$ cat config.mk
export PLATFORM = sky130hd
export DESIGN_NAME = shad_reg_ctrl
export DESIGN_NICKNAME = d
export VERILOG_FILES = /design/src/rtl/shad_reg_ctrl_pkg.sv /design/src/rtl/shad_reg_deser.sv /design/src/rtl/shad_reg_ctrl.sv
export SDC_FILE = /design/constraint.sdc
export NUM_CORES = 1
export LEC_CHECK = 0
export ABC_CLOCK_PERIOD_IN_PS = 1620
export CAP_MARGIN = 20
export CORE_UTILIZATION = 48
export CTS_BUF_LIST = sky130_fd_sc_hd__clkbuf_8
export CTS_CLUSTER_SIZE = 16
export DETAILED_ROUTE_END_ITERATION = 7
export HOLD_SLACK_MARGIN = 0.1
export PLACE_DENSITY = 0.82
export SKIP_CTS_REPAIR_TIMING = 1
export SLEW_MARGIN = 20
export SYNTH_ARGS = -nofsm -noshare
export SYNTH_HDL_FRONTEND = slang
export SYNTH_SLANG_ARGS = --single-unit
$ cat constraint.sdc
create_clock -name clk -period 1.62 [get_ports clk]
set_clock_uncertainty 0.2 [all_clocks]
set_input_delay 0.162 -clock clk [delete_from_list [all_inputs] [get_ports clk]]
set_output_delay 0.162 -clock clk [all_outputs]
set_load 0.01 [all_outputs]
$ cat src/rtl/shad_reg_ctrl_pkg.sv
// Shared types and sizing helpers for the shadow register sequencer.
//  state_e    : sequencer states
//  SettleCntW : width of the settle-delay counter (SETTLE_CYC limited to 0..15)
//  cnt_w()    : bit-counter width able to hold 0..total
package shad_reg_ctrl_pkg;

   typedef enum logic [2:0] {
      StIdle,
      StCapture,
      StSettle,
      StShift,
      StDone
   } state_e;

   localparam int unsigned SettleCntW = 4;

   function automatic int unsigned cnt_w(input int unsigned total);
      return $clog2(total + 1);
   endfunction

endpackage

$ cat src/rtl/shad_reg_deser.sv
// Bit counter plus indexed-write deserializer for the shadow chain readout.
//  clk, rst_n : clock, asynchronous active-low reset
//  clear      : return the bit counter to 0 (wins over shift_en, no data write)
//  shift_en   : current cycle is a shift cycle; so_in lands in rd_data[count]
//  so_in      : serial data from the chain tail
//  rd_data    : deserialized word, bit 0 is the first bit shifted out
//  last       : count == TOTAL-1, i.e. this is the final shift cycle
module shad_reg_deser
   import shad_reg_ctrl_pkg::*;
#(
   parameter int unsigned TOTAL = 8
) (
   input  logic             clk,
   input  logic             rst_n,
   input  logic             clear,
   input  logic             shift_en,
   input  logic             so_in,
   output logic [TOTAL-1:0] rd_data,
   output logic             last
);

   localparam int unsigned     CntW    = cnt_w(TOTAL);
   localparam logic [CntW-1:0] CntLast = CntW'(TOTAL - 1);

   logic [CntW-1:0]  cnt_d, cnt_q;
   logic [TOTAL-1:0] data_d, data_q;

   always_comb begin
      cnt_d  = cnt_q;
      data_d = data_q;
      if (clear) begin
         cnt_d = '0;
      end else if (shift_en) begin
         cnt_d = (cnt_q == CntLast) ? '0 : cnt_q + CntW'(1);
         // Decoded write keeps the index compare at the counter's own width.
         for (int unsigned i = 0; i < TOTAL; i++) begin
            if (cnt_q == CntW'(i)) data_d[i] = so_in;
         end
      end
   end

   always_ff @(posedge clk or negedge rst_n) begin
      if (!rst_n) begin
         cnt_q  <= '0;
         data_q <= '0;
      end else begin
         cnt_q  <= cnt_d;
         data_q <= data_d;
      end
   end

   assign rd_data = data_q;
   assign last    = (cnt_q == CntLast);

endmodule

$ cat src/rtl/shad_reg_ctrl.sv
// Sequencer for a chain of NUM_REGS shadow registers of WIDTH bits each: captures the system
// registers into the shadows, shifts the chain out and returns the deserialized word over a
// valid/ready port.
//  snap_req / snap_ack : level request, one-cycle acceptance pulse
//  abort               : synchronous abort of an in-flight sequence
//  shad_clk_en, se, si : shadow bank clock enable, scan enable, chain head data
//  so_in               : chain tail data
//  busy                : sequencer not idle
//  rd_valid/rd_ready/rd_data : snapshot result handshake
// Build option: define SHAD_REG_CTRL_RECIRC_EN to feed so_in back into si while shifting so the
// chain is restored after readout; otherwise FILL_VAL is shifted in.
module shad_reg_ctrl
   import shad_reg_ctrl_pkg::*;
#(
   parameter int unsigned WIDTH      = 8,
   parameter int unsigned NUM_REGS   = 1,
   parameter int unsigned SETTLE_CYC = 1,
   parameter logic        FILL_VAL   = 1'b0
) (
   input  logic                      clk,
   input  logic                      rst_n,
   input  logic                      snap_req,
   output logic                      snap_ack,
   input  logic                      abort,
   output logic                      shad_clk_en,
   output logic                      se,
   output logic                      si,
   input  logic                      so_in,
   output logic                      busy,
   output logic                      rd_valid,
   input  logic                      rd_ready,
   output logic [WIDTH*NUM_REGS-1:0] rd_data
);

   localparam int unsigned TOTAL = WIDTH * NUM_REGS;
   localparam logic [SettleCntW-1:0] SettleLast =
      (SETTLE_CYC > 0) ? SettleCntW'(SETTLE_CYC - 1) : '0;

   state_e                state_d, state_q;
   logic [SettleCntW-1:0] settle_cnt_d, settle_cnt_q;
   logic                  snap_ack_d, snap_ack_q;
   logic                  clk_en_d, clk_en_q;
   logic                  se_d, se_q;
   logic                  busy_d, busy_q;
   logic                  rd_valid_d, rd_valid_q;
   logic                  deser_clear;
   logic                  deser_last;

   always_comb begin
      state_d      = state_q;
      settle_cnt_d = '0;
      snap_ack_d   = 1'b0;
      deser_clear  = 1'b0;
      if (abort && (state_q != StIdle)) begin
         // Abort beats rd_ready and the counter wrap.
         state_d     = StIdle;
         deser_clear = 1'b1;
      end else begin
         unique case (state_q)
            StIdle: begin
               if (snap_req && !abort) begin
                  state_d    = StCapture;
                  snap_ack_d = 1'b1;
               end
            end
            StCapture: state_d = (SETTLE_CYC > 0) ? StSettle : StShift;
            StSettle: begin
               if (settle_cnt_q == SettleLast) state_d = StShift;
               else settle_cnt_d = settle_cnt_q + SettleCntW'(1);
            end
            StShift: if (deser_last) state_d = StDone;
            StDone:  if (rd_ready) state_d = StIdle;
            default: state_d = StIdle;
         endcase
      end
      // Outputs are decoded from the next state and registered, so the ICG enable is glitch-free.
      clk_en_d   = (state_d == StCapture) || (state_d == StShift);
      se_d       = (state_d == StShift);
      busy_d     = (state_d != StIdle);
      rd_valid_d = (state_d == StDone);
   end

   always_ff @(posedge clk or negedge rst_n) begin
      if (!rst_n) begin
         state_q      <= StIdle;
         settle_cnt_q <= '0;
         snap_ack_q   <= 1'b0;
         clk_en_q     <= 1'b0;
         se_q         <= 1'b0;
         busy_q       <= 1'b0;
         rd_valid_q   <= 1'b0;
      end else begin
         state_q      <= state_d;
         settle_cnt_q <= settle_cnt_d;
         snap_ack_q   <= snap_ack_d;
         clk_en_q     <= clk_en_d;
         se_q         <= se_d;
         busy_q       <= busy_d;
         rd_valid_q   <= rd_valid_d;
      end
   end

   shad_reg_deser #(
      .TOTAL(TOTAL)
   ) u_deser (
      .clk     (clk),
      .rst_n   (rst_n),
      .clear   (deser_clear),
      .shift_en(state_q == StShift),
      .so_in   (so_in),
      .rd_data (rd_data),
      .last    (deser_last)
   );

`ifdef SHAD_REG_CTRL_RECIRC_EN
   assign si = se_q ? so_in : 1'b0;
`else
   assign si = se_q ? FILL_VAL : 1'b0;
`endif

   assign snap_ack    = snap_ack_q;
   assign shad_clk_en = clk_en_q;
   assign se          = se_q;
   assign busy        = busy_q;
   assign rd_valid    = rd_valid_q;

endmodule
==> run_results.csv, run 1 <==
group,metric,value,unit
route,vias,911,
route,first_pass_iters,4,
sta,drv_slew,0,
logic_synthesis,netlist_instances,104,
worst_setup_path,worstPathArrival,1.60,ns
route,wl_per_cell,14.70,µm
pwr,powerDensity,1112,nW/µm²
final_layout,final_area,1655,µm²
worst_setup_path,crit_type,"reg2reg",
placed_design,pre_cts_ws,-0.2261,ns
run_status,outcome,"finished with violations",
route,ant_nets,0,
route,drt_iter0_markers,6,
logic_synthesis,synthTopCellsByArea,"dfrtp_1 52%, mux2_2 7.7%, ha_1 6.5%",
pwr,p_int,1.262,mW
floorplanning,design.portCount,20,
floorplanning,core_area,2255,µm²
worst_setup_path,end_kind,"flop",
route,via_per_inst,5.176,
sta,fmax,606.1,MHz
floorplanning,start_util,51.61,%
clock_network,clk_latency,0.26,ns
logic_synthesis,ys_ff_latch,24,
final_layout,nets,162,
grt,grt-ovfl-total,0,
worst_setup_path,slowest_stage,"dfrtp_2",
worst_setup_path,cp.required,1.58,ns
clock_network,clkTransAtPathRegs,0.08,ns
logic_synthesis,synth_top_area_cell,"dfrtp_1",
worst_setup_path,cp_cell_sequence,"nand3b_4 -> nor4b_4 -> nand2_1 -> mux2_2",
clock_network,cts_root_buf,"clkbuf_8",
logic_synthesis,avgSynthCellArea,11.19,µm²
logic_synthesis,synth_cell_type_count,33,
logic_synthesis,synth_top_area_share,51.61,%
pwr,ir_drop,0.0008510,V
final_layout,fillers,145,
placed_design,hpwlAfterDp,1777,µm
route,route.detailed.drc,0,
placed_design,portBuffers,18,
grt,grt_pass1_wl,3898,µm
logic_synthesis,yosysSeqAreaShare,51.61,%
sta,setup_ws,-0.02980,ns
clock_network,cts_tree,"built",
sta,fin_crit_sh,101.8,%
sta,tns,-0.09811,ns
sta,rsz0062_at_grt,"yes",
logic_synthesis,syn_nets,116,
pwr,combinationalPowerShare,38.9,%
floorplanning,die-area,2625,µm²
pwr,clkPwrFrac,18.6,%
clock_network,clock-sinks,24,
pwr,switchingPower,577.9,µW
grt,grt_usage,20.55,%
worst_setup_path,cp_num_buf_inv,0,
clock_network,clk_path_buf_depth,2,
clock_network,h-tree-depth,1,
worst_hold_path,min_path_type,"reg2reg",
worst_setup_path,max_stage_delay,0.45,ns
logic_synthesis,yosys.cell_count.top_type,"dfrtp_1",
logic_synthesis,syn_area,1164,µm²
pwr,swShare,31.40,%
floorplanning,die_height,51.24,µm
placed_design,gp_congestion,0.7861,
final_layout,fin_util,73.42,%
pwr,seqPwrFrac,42.5,%
sta,setup-violations-final,6,
grt,first_global_vias,920,
final_layout,antenna_cells,0,
worst_setup_path,start_kind,"flop",
run_status,violations,"negative setup slack",
logic_synthesis,yosys-top-cells-count,"24 x dfrtp_1, 12 x nand2_1, 12 x nor2_1, 8 x mux2_2",
final_layout,drive_gt1_share,35.14,%
job,maxCapViolations,0,
worst_setup_path,crit_family,"simple AND/OR/NAND/NOR gates",
worst_setup_path,worst-path-max-fanout,6,
pwr,p_leak,0.7729,nW
route,drt-total-wl,2588,µm
logic_synthesis,synth_top_flop_cell,"dfrtp_1",
clock_network,numCtsBuffers,3,
grt,antenna_found_initial,0,
logic_synthesis,ys_warn_count,0,
placed_design,place_area,1514,µm²
final_layout,area_growth,42.26,%
grt,grt_max_degree,25,
floorplanning,core.rowCount,17,
logic_synthesis,ys_async_sr_fraction,100.0,%
floorplanning,die_w,51.24,µm
sta,fin_crit,1.650,ns
logic_synthesis,synth-edff-count,0,
sta,hold_viol_final,0,
-- worst paths after layout --
path	slack (ns)	cells past startpoint	endpoint	start
worst min register to register	0.31	1	u_deser.rd_data[6]$_DFFE_PN0P_	u_deser.rd_data[6]$_DFFE_PN0P_
min in group asynchronous	0.64	3	state_q[0]$_DFF_PN0_	rst_n
worst max register to register	-0.03	4	u_deser.rd_data[4]$_DFFE_PN0P_	state_q[2]$_DFF_PN0_
worst min-delay path	0.31	1	u_deser.rd_data[6]$_DFFE_PN0P_	u_deser.rd_data[6]$_DFFE_PN0P_
worst max-delay path	-0.03	4	u_deser.rd_data[4]$_DFFE_PN0P_	state_q[2]$_DFF_PN0_
max in group asynchronous	0.33	3	state_q[2]$_DFF_PN0_	rst_n
-- metrics by stage --
stage          power [mW]  cells  hold slack, ns
5_1_grt             1.944    176          0.3309
6_report            1.840    176          0.3084
2_1_floorplan       1.097    104         -0.3336
4_1_cts             1.789    170         0.06843
3_5_place_dp        1.444    167          0.2929
3_3_place_gp        1.408    167          0.2886
-- cell type report --
class | instances | area, µm² | share of cell area, %
well taps | 28 | 35.03 | 2.116
repair buffers | 44 | 377.9 | 22.83
clock buffers | 3 | 41.29 | 2.494
flip-flops and latches | 24 | 603.1 | 36.43
multi-input cells | 71 | 575.6 | 34.77
inverters | 6 | 22.52 | 1.361
-- registers in the layout (all words and copies together) (netlist names) --
name and cells:
u_deser.rd_data 8, settle_cnt_q 4, u_deser.cnt_q 4, state_q 3
busy 1, rd_valid 1, se 1, shad_clk_en 1
snap_ack 1
-- kinds of logic (layout without fill, tap and decap cells) --
kind of cell / Yosys count / in the layout / synth area share, %
muxes: 9 / 9 / 8.602
AOI/OAI and AO/OA: 11 / 11 / 5.376
other: 1 / 1 / 0.3223
adders and majority gates: 7 / 7 / 7.312
xor gates and xnor gates: 2 / 2 / 1.506
DFF: 24 / 24 / 51.61
buffers and inverters: 9 / 53 / 3.440
and+or+nand+nor: 41 / 41 / 21.83
-- worst reg2reg max path: stages (launching register included) --
cell      delay (ns)
dfrtp_2         0.45
nand3b_4        0.22
nor4b_4         0.27
nand2_1         0.12
mux2_2          0.28
-- cell usage in the layout, fill, tap and decap left out, drive strengths merged, types with 2 or more instances in the layout --
cell type      synthesis  final
a21oi                  6      6
and3b                  2      2
buf                    2     25
clkbuf                 1      3
clkdlybuf4s50          0     18
dfrtp                 24     24
ha                     6      6
inv                    6      6
mux2                   8      8
nand2                 12     12
nand3                  2      2
nand3b                 2      2
nor2                  12     12
nor3                   2      2
o21a                   2      2
-- metal layers --
layer | track usage, % | wire (µm) | up-vias
met1 | 25.78 | 1144 | 447
li1 | - | - | 443
met2 | 35.09 | 1340 | 16
met5 | 0 | 0 | -
met3 | 1.786 | 46 | 5
met4 | 10.81 | 57 | 0
-- power groups by stage --
stage / combinational, mW / sequential, mW / clock (mW)
2_1_floorplan: 0.272 / 0.824 / 0
3_3_place_gp: 0.619 / 0.789 / 0
3_5_place_dp: 0.652 / 0.792 / 0
4_1_cts: 0.657 / 0.780 / 0.352
5_1_grt: 0.770 / 0.797 / 0.377
6_report: 0.716 / 0.781 / 0.343
(Power assumes the default switching activity.)
==> run 2: changes to the inputs <==
- REMOVE_ABC_BUFFERS: not set -> 1
==> run_results.csv, run 2 (synthesis results as in run 1) <==
group,metric,value,unit
placed_design,portBuffers,18,
worst_setup_path,crit_type,"reg2reg",
floorplanning,die_w,51.24,µm
clock_network,numCtsBuffers,3,
worst_setup_path,cp.required,1.62,ns
worst_setup_path,slowest_stage,"or4_4",
final_layout,layout_commonest_cell,"buf_4",
route,route.detailed.drc,0,
worst_setup_path,ff2ff_path_depth,4,
floorplanning,die_height,51.24,µm
sta,tns,-0.5143,ns
worst_hold_path,min_path_type,"reg2reg",
worst_setup_path,worst-path-max-fanout,4,
final_layout,largest_reg_flops,8,
worst_setup_path,end_kind,"flop",
worst_setup_path,cp.depth,4,
final_layout,fin_util,76.03,%
floorplanning,die-area,2625,µm²
route,first_pass_iters,4,
clock_network,clkTransAtPathRegs,0.09,ns
grt,antenna_found_initial,0,
grt,grt_pass1_wl,4036,µm
worst_setup_path,r2r_slack,-0.13,ns
floorplanning,start_util,51.61,%
sta,hold_viol_final,0,
final_layout,drive_gt1_share,41.45,%
route,via_per_inst,5.500,
final_layout,final_area,1714,µm²
job,maxCapViolations,0,
grt,grt-ovfl-total,0,
run_status,violations,"negative setup slack",
clock_network,clock-sinks,24,
placed_design,hpwlAfterDp,1807,µm
worst_setup_path,start_kind,"flop",
sta,rsz0062_at_grt,"yes",
pwr,ir_drop,0.0007923,V
clock_network,clk_path_buf_depth,2,
pwr,p_leak,0.7929,nW
worst_setup_path,worstPathArrival,1.75,ns
pwr,powerDensity,1162,nW/µm²
sta,fin_crit_sh,107.8,%
route,drt-total-wl,2912,µm
grt,first_global_vias,941,
clock_network,cts_tree,"built",
worst_setup_path,max_stage_delay,0.52,ns
sta,fmax,572.5,MHz
floorplanning,core.rowCount,17,
worst_setup_path,cp_cell_sequence,"ha_2 -> and3b_2 -> or4_4 -> a21oi_2",
worst_setup_path,cp_num_buf_inv,0,
route,ant_nets,0,
worst_setup_path,reg2reg_from,"u_deser.cnt_q[1]$_DFFE_PN0P_",
final_layout,layout_common_cells,"27 x buf_4, 20 x dfrtp_1, 18 x clkdlybuf4s50_1",
placed_design,place_area,1496,µm²
clock_network,clk_latency,0.27,ns
final_layout,antenna_cells,0,
floorplanning,design.portCount,20,
floorplanning,core_area,2255,µm²
worst_setup_path,r2r_end,"u_deser.cnt_q[3]$_DFFE_PN0P_",
clock_network,cts_root_buf,"clkbuf_8",
worst_hold_path,min_path_cells,1,
final_layout,nets,165,
run_status,outcome,"finished with violations",
route,drt_iter0_markers,22,
grt,grt_usage,21.29,%
final_layout,area_growth,47.31,%
sta,fin_crit,1.747,ns
worst_hold_path,whs_endpoint,"u_deser.rd_data[1]$_DFFE_PN0P_",
sta,setup_ws,-0.1268,ns
clock_network,h-tree-depth,1,
worst_setup_path,crit_family,"simple AND/OR/NAND/NOR gates",
worst_hold_path,hold_path_startpoint,"u_deser.rd_data[1]$_DFFE_PN0P_",
sta,setup-violations-final,10,
route,wl_per_cell,16.18,µm
route,vias,990,
grt,grt_max_degree,25,
placed_design,gp_congestion,0.7864,
sta,drv_slew,0,
==> run 2: cell types whose count changed in the layout (fill, tap and decap cells not counted), sizes merged <==
cell    delta
buf        +3
clkbuf     +1
==> run 2: routing by layer <==
metal  wire, µm  GRT usage, %  part of all wire (%)
met1       1194         23.75                    41
met2       1507         39.25                    52
met3        118         3.571                   4.1
met4         92         9.459                   3.2
met5          0             0                     0
==> run 2: report_power, final <==
group	leakage, nW	internal (mW)	switching [mW]
Clock	0.0288	0.217	0.193
Combinational	0.444	0.435	0.357
Sequential	0.320	0.708	0.0818
==> run 2: worst register-to-register path: stages, from the launching register on <==
cell     delay, ns
dfrtp_1       0.40
ha_2          0.19
and3b_2       0.25
or4_4         0.52
a21oi_2       0.12
==> run 2: worst max-delay path by stage <==
stage / to / from
3_5_place_dp: u_deser.rd_data[4]$_DFFE_PN0P_ / abort
3_3_place_gp: settle_cnt_q[0]$_DFF_PN0_ / abort
6_report: u_deser.cnt_q[3]$_DFFE_PN0P_ / u_deser.cnt_q[1]$_DFFE_PN0P_
2_1_floorplan: u_deser.cnt_q[3]$_DFFE_PN0P_ / u_deser.cnt_q[0]$_DFFE_PN0P_
5_1_grt: busy$_DFF_PN0_ / settle_cnt_q[0]$_DFF_PN0_
4_1_cts: busy$_DFF_PN0_ / settle_cnt_q[0]$_DFF_PN0_
==> run 2: layout make-up <==
class	instances	area [µm²]
fill	138	540.5
multi-input combinational	71	591.8
tap	28	35.03
clock buffer	4	55.05
sequential	24	605.6
timing repair buffer	47	404.1
inverter	6	22.52
==> run 2: through the flow <==
stage | total power [mW] | hold WS (ns) | instances | worst slack (ns)
4_1_cts | 1.810 | 0.05894 | 169 | -0.1934
6_report | 1.992 | 0.3119 | 180 | -0.1268
3_5_place_dp | 1.408 | 0.2960 | 165 | -0.2162
2_1_floorplan | 1.090 | -0.3336 | 101 | -0.07183
3_3_place_gp | 1.385 | 0.2897 | 165 | -0.1800
5_1_grt | 2.107 | 0.2989 | 180 | -0.1820
